===== config.mk =====
export PLATFORM = sky130hd
export DESIGN_NAME = mux_data_source_pipe
export DESIGN_NICKNAME = d
export VERILOG_FILES = /design/src/rtl/mux_data_source_pipe.sv
export SDC_FILE = /design/constraint.sdc
export NUM_CORES = 1
export LEC_CHECK = 0
export CAP_MARGIN = 10
export CORE_AREA = 5 5 139 141
export CTS_BUF_LIST = sky130_fd_sc_hd__clkbuf_8
export DETAILED_ROUTE_END_ITERATION = 10
export DIE_AREA = 0 0 144 146
export PLACE_DENSITY = 0.79
export SLEW_MARGIN = 10
export SYNTH_ARGS = -nofsm -noshare
export SYNTH_HDL_FRONTEND = slang
export SYNTH_SLANG_ARGS = --single-unit

===== constraint.sdc =====
create_clock -name clk -period 2.85 [get_ports clk]
set_input_delay 0.57 -clock clk [delete_from_list [all_inputs] [get_ports clk]]
set_output_delay 0.57 -clock clk [all_outputs]
set_load 0.01 [all_outputs]

===== src/rtl/mux_data_source_pipe.sv =====
// ---------------------------------------------------------------------------
// mux_data_source_pipe
//
// Registered write-back data-source selector. One of N_SRC datapath words
// (ALUOut, HI/LO, shifter, LT, sign-extend, shift-left-16, regA/regB, ...)
// is picked by `sel`, captured on a valid/ready accept and presented through
// a single pipeline stage backed by a 2-entry skid buffer (main + skid).
// Out-of-range selects are captured with substitute data and raise a
// sticky error flag.
//
// Ports:
//   clk        rising-edge clock
//   reset_n    asynchronous active-low reset
//   src_flat   packed sources, source k at [k*DATA_W +: DATA_W]
//   sel        source select, sampled on accept
//   in_valid   producer offers src_flat[sel] this cycle
//   in_ready   block can accept this cycle (low only while skid is full)
//   out_data   selected word (main entry)
//   out_sel    raw select that produced out_data
//   out_valid  out_data/out_sel hold a valid word
//   out_ready  consumer takes the word this cycle
//   flush      synchronous discard of both entries
//   err_clr    synchronous clear of sel_err
//   sel_err    sticky: an out-of-range select was accepted
// ---------------------------------------------------------------------------
module mux_data_source_pipe #(
  parameter int DATA_W   = 32,
  parameter int N_SRC    = 10,
  parameter int OOR_ZERO = 1,
  localparam int SEL_W   = (N_SRC > 1) ? $clog2(N_SRC) : 1
) (
  input  logic                    clk,
  input  logic                    reset_n,
  input  logic [N_SRC*DATA_W-1:0] src_flat,
  input  logic [SEL_W-1:0]        sel,
  input  logic                    in_valid,
  output logic                    in_ready,
  output logic [DATA_W-1:0]       out_data,
  output logic [SEL_W-1:0]        out_sel,
  output logic                    out_valid,
  input  logic                    out_ready,
  input  logic                    flush,
  input  logic                    err_clr,
  output logic                    sel_err
);

  // The state encoding is the pair of entry valid bits: bit 0 = main valid,
  // bit 1 = skid valid. The skid entry is never valid without main.
  typedef enum logic [1:0] {
    EMPTY = 2'b00,
    ONE   = 2'b01,
    FULL  = 2'b11
  } state_t;

  state_t              state_q, state_d;
  logic [DATA_W-1:0]   main_data_q, main_data_d;
  logic [SEL_W-1:0]    main_sel_q,  main_sel_d;
  logic [DATA_W-1:0]   skid_data_q, skid_data_d;
  logic [SEL_W-1:0]    skid_sel_q,  skid_sel_d;
  logic [DATA_W-1:0]   last_q,      last_d;
  logic                err_q,       err_d;

  logic                accept;
  logic                deliver;
  logic                sel_in_range;
  logic [DATA_W-1:0]   sel_word;
  logic [DATA_W-1:0]   cap_data;

  // ------------------------------------------------------------------------
  // Source selection and capture word
  // ------------------------------------------------------------------------
  assign sel_in_range = (32'(sel) < N_SRC);

  // Loop mux instead of a variable part-select so an out-of-range select
  // never indexes past the end of src_flat.
  always_comb begin
    sel_word = '0;
    for (int k = 0; k < N_SRC; k++) begin
      if (32'(sel) == k) begin
        sel_word = src_flat[k*DATA_W +: DATA_W];
      end
    end
  end

  always_comb begin
    cap_data = sel_word;
    if (!sel_in_range) begin
      cap_data = (OOR_ZERO != 0) ? '0 : last_q;
    end
  end

  // in_ready comes straight from the skid valid bit so there is no
  // combinational path from out_ready to in_ready.
  assign in_ready  = (state_q != FULL);
  assign out_valid = (state_q != EMPTY);
  assign out_data  = main_data_q;
  assign out_sel   = main_sel_q;
  assign sel_err   = err_q;

  assign accept  = in_valid && in_ready;
  assign deliver = out_valid && out_ready;

  // ------------------------------------------------------------------------
  // Next-state logic
  // ------------------------------------------------------------------------
  always_comb begin
    state_d     = state_q;
    main_data_d = main_data_q;
    main_sel_d  = main_sel_q;
    skid_data_d = skid_data_q;
    skid_sel_d  = skid_sel_q;
    last_d      = last_q;
    err_d       = err_q;

    unique case (state_q)
      EMPTY: begin
        if (accept) begin
          main_data_d = cap_data;
          main_sel_d  = sel;
          state_d     = ONE;
        end
      end
      ONE: begin
        if (accept && deliver) begin
          main_data_d = cap_data;
          main_sel_d  = sel;
        end else if (accept) begin
          skid_data_d = cap_data;
          skid_sel_d  = sel;
          state_d     = FULL;
        end else if (deliver) begin
          state_d = EMPTY;
        end
      end
      FULL: begin
        if (deliver) begin
          main_data_d = skid_data_q;
          main_sel_d  = skid_sel_q;
          skid_data_d = '0;
          skid_sel_d  = '0;
          state_d     = ONE;
        end
      end
      default: state_d = EMPTY;
    endcase

    // Flush drops everything buffered, including a word accepted this cycle.
    if (flush) begin
      state_d     = EMPTY;
      skid_data_d = '0;
      skid_sel_d  = '0;
    end

    // The substitute word for illegal selects tracks legal accepts only.
    if (accept && sel_in_range) begin
      last_d = sel_word;
    end

    // Set has priority over a simultaneous clear.
    if (err_clr) begin
      err_d = 1'b0;
    end
    if (accept && !sel_in_range) begin
      err_d = 1'b1;
    end
  end

  // ------------------------------------------------------------------------
  // State and entry registers
  // ------------------------------------------------------------------------
  always_ff @(posedge clk or negedge reset_n) begin
    if (!reset_n) begin
      state_q     <= EMPTY;
      main_data_q <= '0;
      main_sel_q  <= '0;
      skid_data_q <= '0;
      skid_sel_q  <= '0;
      last_q      <= '0;
      err_q       <= 1'b0;
    end else begin
      state_q     <= state_d;
      main_data_q <= main_data_d;
      main_sel_q  <= main_sel_d;
      skid_data_q <= skid_data_d;
      skid_sel_q  <= skid_sel_d;
      last_q      <= last_d;
      err_q       <= err_d;
    end
  end

endmodule


# ---- Word level (Yosys, flattened, before mapping)
# Cells that the tools add are included.
dict set report word_totals {
  reg_bits 75
  output_inout_bits 39
  elab_cells 77
}
dict set report op_classes {
  n_eq_ne 20
  n_lt_le_gt_ge 1
  mux 36
  reduce_logical 14
}
# cell count
set op_table {}
lappend op_table {{$mux W32} 17}
lappend op_table {{$pmux W32 S3} 1}
lappend op_table {{$pmux W32 S2} 1}
lappend op_table {{$mux W4} 6}
lappend op_table {{$eq A4 B3 Y1 const B} 4}
lappend op_table {{$mux W2} 6}
lappend op_table {{$ne A3 B3 Y1 const B} 4}
lappend op_table {{$pmux W4 S3} 1}
lappend op_table {{$reduce_and A4 Y1} 3}
lappend op_table {{$eq A4 B2 Y1 const B} 2}
lappend op_table {{$eq A4 B4 Y1 const B} 2}
lappend op_table {{$ne A2 B2 Y1 const B} 4}
lappend op_table {{$pmux W4 S2} 1}
lappend op_table {{$pmux W2 S3} 1}
lappend op_table {{$reduce_bool A3 Y1} 2}
lappend op_table {{$eq A4 B1 Y1 const B} 1}
lappend op_table {{$logic_and A1 B1 Y1} 4}
lappend op_table {{$logic_not A4 Y1} 1}
lappend op_table {{$lt A4 B4 Y1 const B} 1}
lappend op_table {{$ne A4 B4 Y1 const B} 1}
lappend op_table {{$reduce_bool A2 Y1} 2}
lappend op_table {{$eq A2 B1 Y1 const B} 1}
lappend op_table {{$eq A2 B2 Y1 const B} 1}
lappend op_table {{$logic_not A2 Y1} 1}
lappend op_table {{other kinds (2)} 3}

# ---- Depth between registers and ports, before layout
dict set report depth {
  depth_word 16
  ltp_mapped 10
}

# ---- Least setup slack after synthesis
# OpenSTA, ideal clock, no wires.
dict set report synth_timing {
  kind {in2reg}
  start {input sel[0]}
  end {register skid_data_q[12]}
  t_arrival_ns 1.974
  path_slack_ns 0.755
  setup_ns 0.121
  required_time_ns 2.729
  cell_stages 8
  cell_sequence {buf_6 buf_2 nor3_1 a221oi_1 a221o_1 a222oi_1 nand2_1 a22o_1}
}
dict set report synth_between {
  elab_chain_cells 16
}
# item line_no
set synth_rtl {}
lappend synth_rtl {{start, declared} 35} ;# input logic [SEL_W-1:0] sel,
lappend synth_rtl {{$logic_not A4 Y1} 79} ;# if (32'(sel) == k) begin
lappend synth_rtl {{$mux W32 (10 in a row)} 79}
lappend synth_rtl {{$mux W32 *} 87} ;# if (!sel_in_range) begin
lappend synth_rtl {{$mux W32 *} 127} ;# end else if (accept) begin
lappend synth_rtl {{$mux W32 *} 124} ;# if (accept && deliver) begin
lappend synth_rtl {{$pmux W32 S2 *} 115} ;# unique case (state_q)
lappend synth_rtl {{$mux W32 *} 148} ;# if (flush) begin
lappend synth_rtl {{end signal, assigned} 184} ;# skid_data_q <= skid_data_d;
lappend synth_rtl {{end, declared} 58} ;# logic [DATA_W-1:0] skid_data_q, skid_data_d;
# Mark *: on every way between the ends. The rest lies on a longest branch, timed or not. The select of a mux whose other input is x is not followed.
# A chain may end at the register's enable or synchronous reset.

# ---- Final worst setup path
dict set report layout_timing {
  start {input sel[2]}
  end {register main_data_q[26] (netlist: out_data[26])}
}
dict set report layout_between {
  elab_chain_cells 14
}
# item line_no
set layout_rtl {}
lappend layout_rtl {{$logic_not A4 Y1} 79}
lappend layout_rtl {{$mux W32 (10 in a row)} 79}
lappend layout_rtl {{$mux W32 *} 87}
lappend layout_rtl {{$mux W32 (on tied branches)} {124, 117}}
lappend layout_rtl {{$pmux W32 S3 *} 115}
lappend layout_rtl {{end signal, assigned} 182} ;# main_data_q <= main_data_d;
lappend layout_rtl {{end, declared} 56} ;# logic [DATA_W-1:0] main_data_q, main_data_d;
# Marked as above.

==> out/metrics.yaml <==
clk-insertion-delay-late_ps: 360
grt_busiest_layer: "met2"
core_area_um2: 17840
drc: 0
setup_viol: 0
path_class: "in2reg"
cts.clk_slew.worst_paths_ps: 80
ctsHoldBuffers: 0
avgViaCountPerCell: 5.924
rsz0062_at_grt: "no"
finalMaxSlewViolations: 0
clockPowerShare: 0.151
max-vdd-ir-drop_mv: 0.5366
synth_warnings: 0
path_cells: "clkdlybuf4s50_1 -> buf_12 -> nor3_2 -> a221o_1 -> a222oi_1 -> a311oi_1"
die-area_um2: 21020
grt_max_degree: 55
p_sw_frac: 0.3812
drt_iter0_markers: 897
cp.arrival_ps: 2860
met1_usage: 0.4060
grt_pass1_wl_um: 48000
placed_area_um2: 10910
crit_buf_inv: 2
synth_cell_type_count: 62
min_path_type: "in2async"
antenna_found_initial: 3
pwr_density_cell_nw_per_um2: 485.3
synthFlopType: "dfrtp_1"
htreeDepth: 3
via_count: 8643
critical-path-top-delay-family: "simple AND/OR/NAND/NOR gates"
grt.met2_usage: 0.4493
cp_slowest_cell: "nor3_2"
drt_pass1_iterations: 6
status: "finished clean"
slew_headroom: 0.3247
p_leak_nw: 4.505
power.internal_mw: 3.333
cp-end-kind: "register"
hold_viol_final: 0
start_util: 0.3807
port-buffer-count: 368
grt_pass1_vias: 8176
seq_area_frac_synth: 0.2763
grt_remaining_overflow: 0
netlist_area_um2: 6793
async_reset_ff_frac: 1.000
required_ps: 3110
post-dp-hpwl_um: 25730
fin_crit_sh: 0.9134
rows: 49
hold_ws_ps: 180.0
crit_path_max_fanout: 21
avgRoutedWirePerCell_um: 21.92
ys_ff_latch: 75
post_cts_resized: 0
max_freq_ghz: 0.3841
area_growth_pct: 63.38
cts_made_buffers: 9
io_pins: 369
place_congestion: 0.9793
fin_area_um2: 11100
die_h_um: 146
clk_path_buf_depth: 2
p_comb_frac: 0.553
cap_violations: 0
grt_util_all_layers: 0.2933
layout.nets: 1558
fp.dieW_um: 144
synth_cells: 874
antenna_left: 0
fin_skew_ps: 10.67
worst_pin_slew_ps: 1007
finalCriticalPeriod_ps: 2603
drive_gt1_frac: 0.08231
wirelength_um: 31990
regToRegSetupSlack_ps: 710
post_cts_buffers: 0
syn_area_per_cell_um2: 7.772
grtUsageMet3: 0.07164
clockRootBuffer: "clkbuf_8"
cts.sinks: 75
power.switching_mw: 2.053
crit_path_max_incr_delay_ps: 800
startpoint_type: "primary input"
synth.net_count: 1208
seq_power_share: 0.296
synth_edf_count: 0
cts_tree: "built"
==> cells in the final DEF (no fill, tap or decap), types with 3 or more instances in the layout <==
cell	count
nand2_1	103
a221oi_1	21
clkdlybuf4s50_1	365
nor2_1	55
a221oi_2	9
a21oi_1	64
buf_12	14
o31ai_1	9
o21ai_0	95
ha_1	3
mux2i_1	48
o21a_1	4
o221ai_1	7
a22oi_1	10
diode_2	3
nor3_1	28
a22o_1	21
o21ai_1	12
clkbuf_8	10
a31oi_1	13
nand2b_1	30
a311oi_1	23
a221o_1	17
buf_4	47
nor3_2	3
inv_1	45
and3_1	17
a32o_1	5
o22ai_1	8
dfrtp_1	75
o311ai_0	3
a222oi_1	18
==> cells by family after synthesis <==
kind of cell / after synthesis / synth area share
AOI/OAI and AO/OA: 354 / 0.3653
and+or+nand+nor: 260 / 0.1813
buffers and inverters: 132 / 0.09744
DFF: 75 / 0.2763
muxes: 49 / 0.07239
adders and majority gates: 4 / 0.007368
==> stage by stage <==
| step | util | std cells | total power [mW] | setup TNS, ps | setup WS (ps) |
|---|---|---|---|---|---|
| after floorplan | - | 874 | 2.966 | 0 | 754.9 |
| after global placement | 0.6114 | 1442 | 4.525 | -170.0 | -28.86 |
| after detailed placement | 0.6114 | 1442 | 4.571 | -1035 | -100.1 |
| after CTS | 0.6216 | 1456 | 5.373 | 0 | 280.1 |
| after global routing | 0.6221 | 1459 | 5.719 | 0 | 110.5 |
| final | 0.6221 | 1459 | 5.386 | 0 | 246.8 |
==> layout make-up <==
type | count | area (um^2)
Multi-Input combinational cell | 667 | 4282
Clock buffer | 10 | 137.6
Sequential cell | 75 | 1877
Inverter | 44 | 165.2
Tap cell | 229 | 286.5
Timing Repair Buffer | 427 | 4298
Antenna cell | 3 | 7.507
Fill cell | 1520 | 6743
Clock inverter | 4 | 45.04
==> per-layer routing <==
metal	wire [um]	vias up
met4	984	0
met5	0	-
met2	14690	532
met1	13110	4053
met3	3200	69
li1	-	3989
==> flip-flops by register name (all words and copies together) (netlist names) <==
name and cells:
state_q 2, out_data 32, skid_data_q 32, sel_err 1
skid_sel_q 4, out_sel 4
==> worst paths after layout <==
path                                from              end  cells past startpoint
hold / removal                   reset_n     out_data[18]                      1
hold reg to reg            skid_sel_q[1]    skid_sel_q[1]                      2
setup reg to reg              state_q[1]     out_data[10]                      9
setup / recovery                  sel[2]     out_data[26]                      6
max in group asynchronous        reset_n  skid_data_q[12]                      2
min in group clk           skid_sel_q[1]    skid_sel_q[1]                      2
==> power groups by stage <==
stage          combinational (mW)  sequential (mW)  clock, mW
2_1_floorplan                1.30             1.67          0
3_3_place_gp                 2.92             1.60          0
3_5_place_dp                 2.96             1.61          0
4_1_cts                      2.97             1.59      0.815
5_1_grt                      3.24             1.63      0.854
6_report                     2.98             1.59      0.814
==> cell usage after synthesis, types with 3 or more instances <==
cell type,count,area share
dfrtp_1,75,0.28
o22ai_1,8,0.0074
nand2b_1,30,0.028
ha_1,4,0.0074
nand2_1,103,0.057
buf_1,3,0.0017
nor2b_1,4,0.0037
a22o_1,21,0.027
buf_2,34,0.025
a221oi_2,9,0.020
a222oi_1,18,0.027
a221o_1,17,0.025
a311oi_1,23,0.030
o221ai_1,7,0.0090
nor3_1,29,0.021
mux2i_1,48,0.071
o21ai_1,12,0.0088
and3_1,17,0.016
a221oi_1,21,0.027
o311ai_0,3,0.0039
o31ai_1,9,0.0099
clkbuf_1,31,0.017
a21oi_1,64,0.047
nor2_1,57,0.031
buf_4,8,0.0088
o21a_1,4,0.0044
o21ai_0,95,0.070
a32o_1,5,0.0074
buf_6,11,0.018
inv_1,43,0.024
a31oi_1,13,0.012
a22oi_1,10,0.011
No activity file was read; power rests on OpenSTA's default activity.
==> edit 1: new RTL, same flow settings <==
Re-encode `state_t` (3 states) as one-hot, 3 bits wide.
--- a/src/rtl/mux_data_source_pipe.sv
+++ b/src/rtl/mux_data_source_pipe.sv
@@ -46,10 +46,10 @@
 
   // The state encoding is the pair of entry valid bits: bit 0 = main valid,
   // bit 1 = skid valid. The skid entry is never valid without main.
-  typedef enum logic [1:0] {
-    EMPTY = 2'b00,
-    ONE   = 2'b01,
-    FULL  = 2'b11
+  typedef enum logic [2:0] {
+    EMPTY = 3'b001,
+    ONE   = 3'b010,
+    FULL  = 3'b100
   } state_t;
 
   state_t              state_q, state_d;
Formal check against the unedited RTL: same outputs for any inputs over 4 cycles, from zero or initial values and one cycle with reset_n low; so few cycles prove little.
==> edit 1 against the original RTL <==
Sequential cell count increased by 1; sequential share of layout area increased by 0.38 points; routed wire length increased by 2.9%; setup slack improved by 0.029 ns; design area decreased by 0.85%; critical path depth decreased by 3; fmax increased by 1.1%; power decreased by 28%; synthesized area increased by 2.3%.
==> edit 1: results (changes against the original RTL) <==
Maximum fanout along the worst path - 15 (-29%)
DRC viols - 0 (unchanged)
Area contributors post-synth - dfrtp_1 27%, mux2i_1 7.5%, o21ai_0 6.7%
Vias in the first global route - 8,399 (+2.7%)
Most frequent cells after synthesis - 93 x o21ai_0, 83 x nand2_1, 75 x dfrtp_1
Max incr delay on CP - 0.65 ns (-0.15 ns)
# H-tree levels - 3 (unchanged)
Layout cell share with drive strength beyond 1 - 8.42% (+0.19 points)
Routed wire length - 32,900 um (+2.9%)
Antenna violations before repair - 3 (unchanged)
Arrival time worst endpoint - 2.00 ns (-0.86 ns)
Slew headroom - 33.4% (+0.95 points)
Port Buffer Count - 368 (unchanged)
Worst-case reg-to-reg path depth - 6 (-3)
Status - finished, final reports clean
Async S/R FF share, synth - 100% (unchanged)
Hold/Removal Path Class - input pin to async pin
Via count - 8,481 (-1.9%)
Leakage - 4.30 nW (-4.6%)
Seq/Total Area, Yosys - 27.4% (-0.25 points)
R2r setup slk - 0.53 ns (-0.18 ns)
Worst vdd ir - 0.296 mV (-45%)
Post-Route Skew - 0.00939 ns (-0.00128 ns)
Clock-pin slew on the worst setup and hold paths - 0.08 ns (about the same)
Clk buf depth - 2 (unchanged)
Final hold slack - 0.369 ns (+0.189 ns)
Worst path slowest cell - dfstp_2
Synth Flop Type - dfrtp_1
TritonCTS buffer count - 9 (unchanged)
Clock root cell - clkbuf_8
First-pass GRT wire length - 49,200 um (+2.6%)
Fin nets - 1,513 (-2.9%)
Final HPWL DP - 26,000 um (+1.2%)
Later-pin clock latency in the skew report - 0.36 ns (about the same)
1st-pass router iterations - 6 (unchanged)
Synth warnings - 0 (unchanged)
Reg-to-Reg Start - state_q[0]
Post_cts resized - 0 (unchanged)
RR Endpoint - skid_data_q[24]
Iter 0 DRT Violations - 798 (-11%)
Largest net degree at the start of global routing - 77 (+40%)
Pre-CTS WS - 0.254 ns (+0.354 ns)
Syn_nets - 1,184 (-2.0%)
Number of fill cells - 1,558 (+2.5%)
Cell Area, Placed - 10,800 um^2 (-1.4%)
Total track usage - 30.3% (+0.94 points)
Post-CTS Setup Repair Bufs - 0 (unchanged)
RD Place Congestion - 0.920 (-6.1%)
Startpoint types - flip-flop
Crit path max-delay family - buffers and inverters
Yosys cell types - 77 (+24%)
## edit 1: cell count changes in the layout (fill, tap and decap cells not counted), moves of 19 or more
cell      unedited run  this run
inv_1               45        12
o22ai_1              8        38
a311oi_1            23         1
nand2_1            103        83
o211ai_1             0        20
a211oi_1             1        20
nor3_1              28         9
## edit 1: cells by family (layout without fill, tap and decap cells)
group / after synthesis / after routing / synth area share (%)
simple gates: 242 / 242 / 18.5
other cells: 0 / 2 / 0
mux: 66 / 66 / 10.4
flops: 76 / 76 / 27.4
compound gates: 370 / 370 / 35.7
buf+inv: 99 / 433 / 7.87
xor+xnor: 1 / 1 / 0.126
## edit 1: stage by stage
step / utilization [%] / cells / power [W]
after floorplan: - / 854 / 0.00192
after global placement: 60.3 / 1401 / 0.00280
after detailed placement: 60.3 / 1401 / 0.00283
after CTS: 61.7 / 1417 / 0.00386
after global routing: 61.7 / 1419 / 0.00404
final: 61.7 / 1419 / 0.00386
## edit 1: where the power goes
part           leakage, nW  switching, W  internal (W)
clock                0.128      0.000436      0.000608
combinational         3.18      0.000693      0.000875
sequential           0.990     0.0000680       0.00118
## edit 1: how the worst max path moves through the flow
| stage | to | slack (ns) | cells after the start |
|---|---|---|---|
| final | in_ready | 0.28 | 3 |
| after global routing | in_ready | 0.19 | 3 |
| after CTS | in_ready | 0.26 | 3 |
| after detailed placement | out_data[17] | 0.25 | 6 |
| after global placement | out_data[17] | 0.28 | 6 |
| after floorplan | out_data[9] | 0.85 | 8 |
## edit 1: cell type report
class	count	area share, %
multi-input combinational	679	40.9
timing repair buffer	405	36.4
sequential	76	17.3
tap	229	2.60
clock buffer	10	1.25
clock inverter	6	1.01
inverter	12	0.409
antenna	2	0.0455
## edit 1: per-layer routing
layer,global-route usage [%],wire length [um],part of all wire [%],vias up
met4,8.33,767,2.3,2
li1,-,-,-,3902
met5,0,8,0.024,-
met3,6.61,3090,9.4,46
met1,40.6,13300,40,4060
met2,49.0,15800,48,471
==> edit 2: new RTL, same flow settings <==
Without the edit above. Set the parameter `N_SRC` to 11 (it was 10).
--- a/src/rtl/mux_data_source_pipe.sv
+++ b/src/rtl/mux_data_source_pipe.sv
@@ -25,7 +25,7 @@
 // ---------------------------------------------------------------------------
 module mux_data_source_pipe #(
   parameter int DATA_W   = 32,
-  parameter int N_SRC    = 10,
+  parameter int N_SRC    = 11,
   parameter int OOR_ZERO = 1,
   localparam int SEL_W   = (N_SRC > 1) ? $clog2(N_SRC) : 1
 ) (
Interface: changed (resized src_flat); port bits go from 369 to 401. The function was not compared with the original's and may differ.
==> edit 2 against the original RTL <==
Sequential cell count did not move; power rose by 7.9%; routed wire length rose by 25%; setup slack improved by 0.053 ns; worst hold slack improved by 0.17 ns; design area rose by 4.5%; synthesized area fell by 1.7%; critical path type unchanged; largest cell class unchanged.
==> edit 2: results (changes against the original RTL) <==
Largest net degree at the start of global routing - 76 (+38%)
R2r setup slk - 0.63 ns (-0.08 ns)
Syn_nets - 1,277 (+5.7%)
Leakage - 4.58 nW (+1.7%)
Met2 Track Usage GR - 56.8% (+12 points)
CP Capture Point - out_data[3]
Buffering overhead - 40.9% (+2.2 points)
Slew headroom - 35.6% (+3.1 points)
Layout cell share with drive strength beyond 1 - 9.08% (+0.85 points)
Total track usage - 35.8% (+6.5 points)
Count of plain and timing-repair buffers - 479 (+12%)
Number of fill cells - 1,552 (+2.1%)
Iter 0 DRT Violations - 1,401 (+56%)
GRT met1 Usage - 48.4% (+7.8 points)
Seq/Total Area, Yosys - 28.1% (+0.48 points)
GRT met3 Usage - 8.81% (+1.6 points)
Area contributors post-synth - dfrtp_1 28%, a21oi_1 9.8%, nand2_1 6.4%
Antenna violations before repair - 7 (+4)
Arrival time worst endpoint - 2.83 ns (-0.03 ns)
Worst setup path start - sel[0]
RD Place Congestion - 1.00 (+2.3%)
Vias in the first global route - 9,192 (+12%)
Combinational fraction of design power - 55.9% (+0.6 points)
Vias per inst - 6.35 (+7.3%)
Met3 wire len - 4880 um (+52%)
Cell Area, Placed - 11,300 um^2 (+3.9%)
Diode count - 5 (+2)
Yosys cell types - 52 (-16%)
Crit path max-delay family - compound AO/OA/AOI/OAI gates
Fin nets - 1,671 (+7.3%)
Worst vdd ir - 0.743 mV (+38%)
Port Buffer Count - 400 (+8.7%)
Status - finished, final reports clean
First-pass GRT wire length - 57,300 um (+19%)
Top Metal Used - met5
Final HPWL DP - 32,000 um (+24%)
-- edit 2: cell types whose count changed after synthesis, moves of 27 or more --
cell      delta
a21oi_1     +67
nand4_1     +36
clkbuf_1    +37
inv_1       -35
o21ai_0     -54
a211o_1     +36
mux2i_1     -37
a21o_1      +27
-- edit 2: kinds of logic (layout without fill, tap and decap cells) --
group	after synthesis	in the layout	synth area share, %
fa+ha+maj	4	4	0.750
mux	12	12	1.99
simple gates	280	280	19.8
flops	75	75	28.1
compound gates	434	434	42.9
buf+inv	106	505	6.50
other cells	0	5	0
-- edit 2: stage by stage --
stage                     TNS, ns  power [W]  setup WS (ns)  cells
after global placement      -2.33    0.00477         -0.207   1523
final                           0    0.00581          0.300   1544
after floorplan                 0    0.00306          0.814    911
after CTS                       0    0.00578          0.154   1539
after global routing            0    0.00613          0.260   1544
after detailed placement    -4.09    0.00482         -0.208   1523
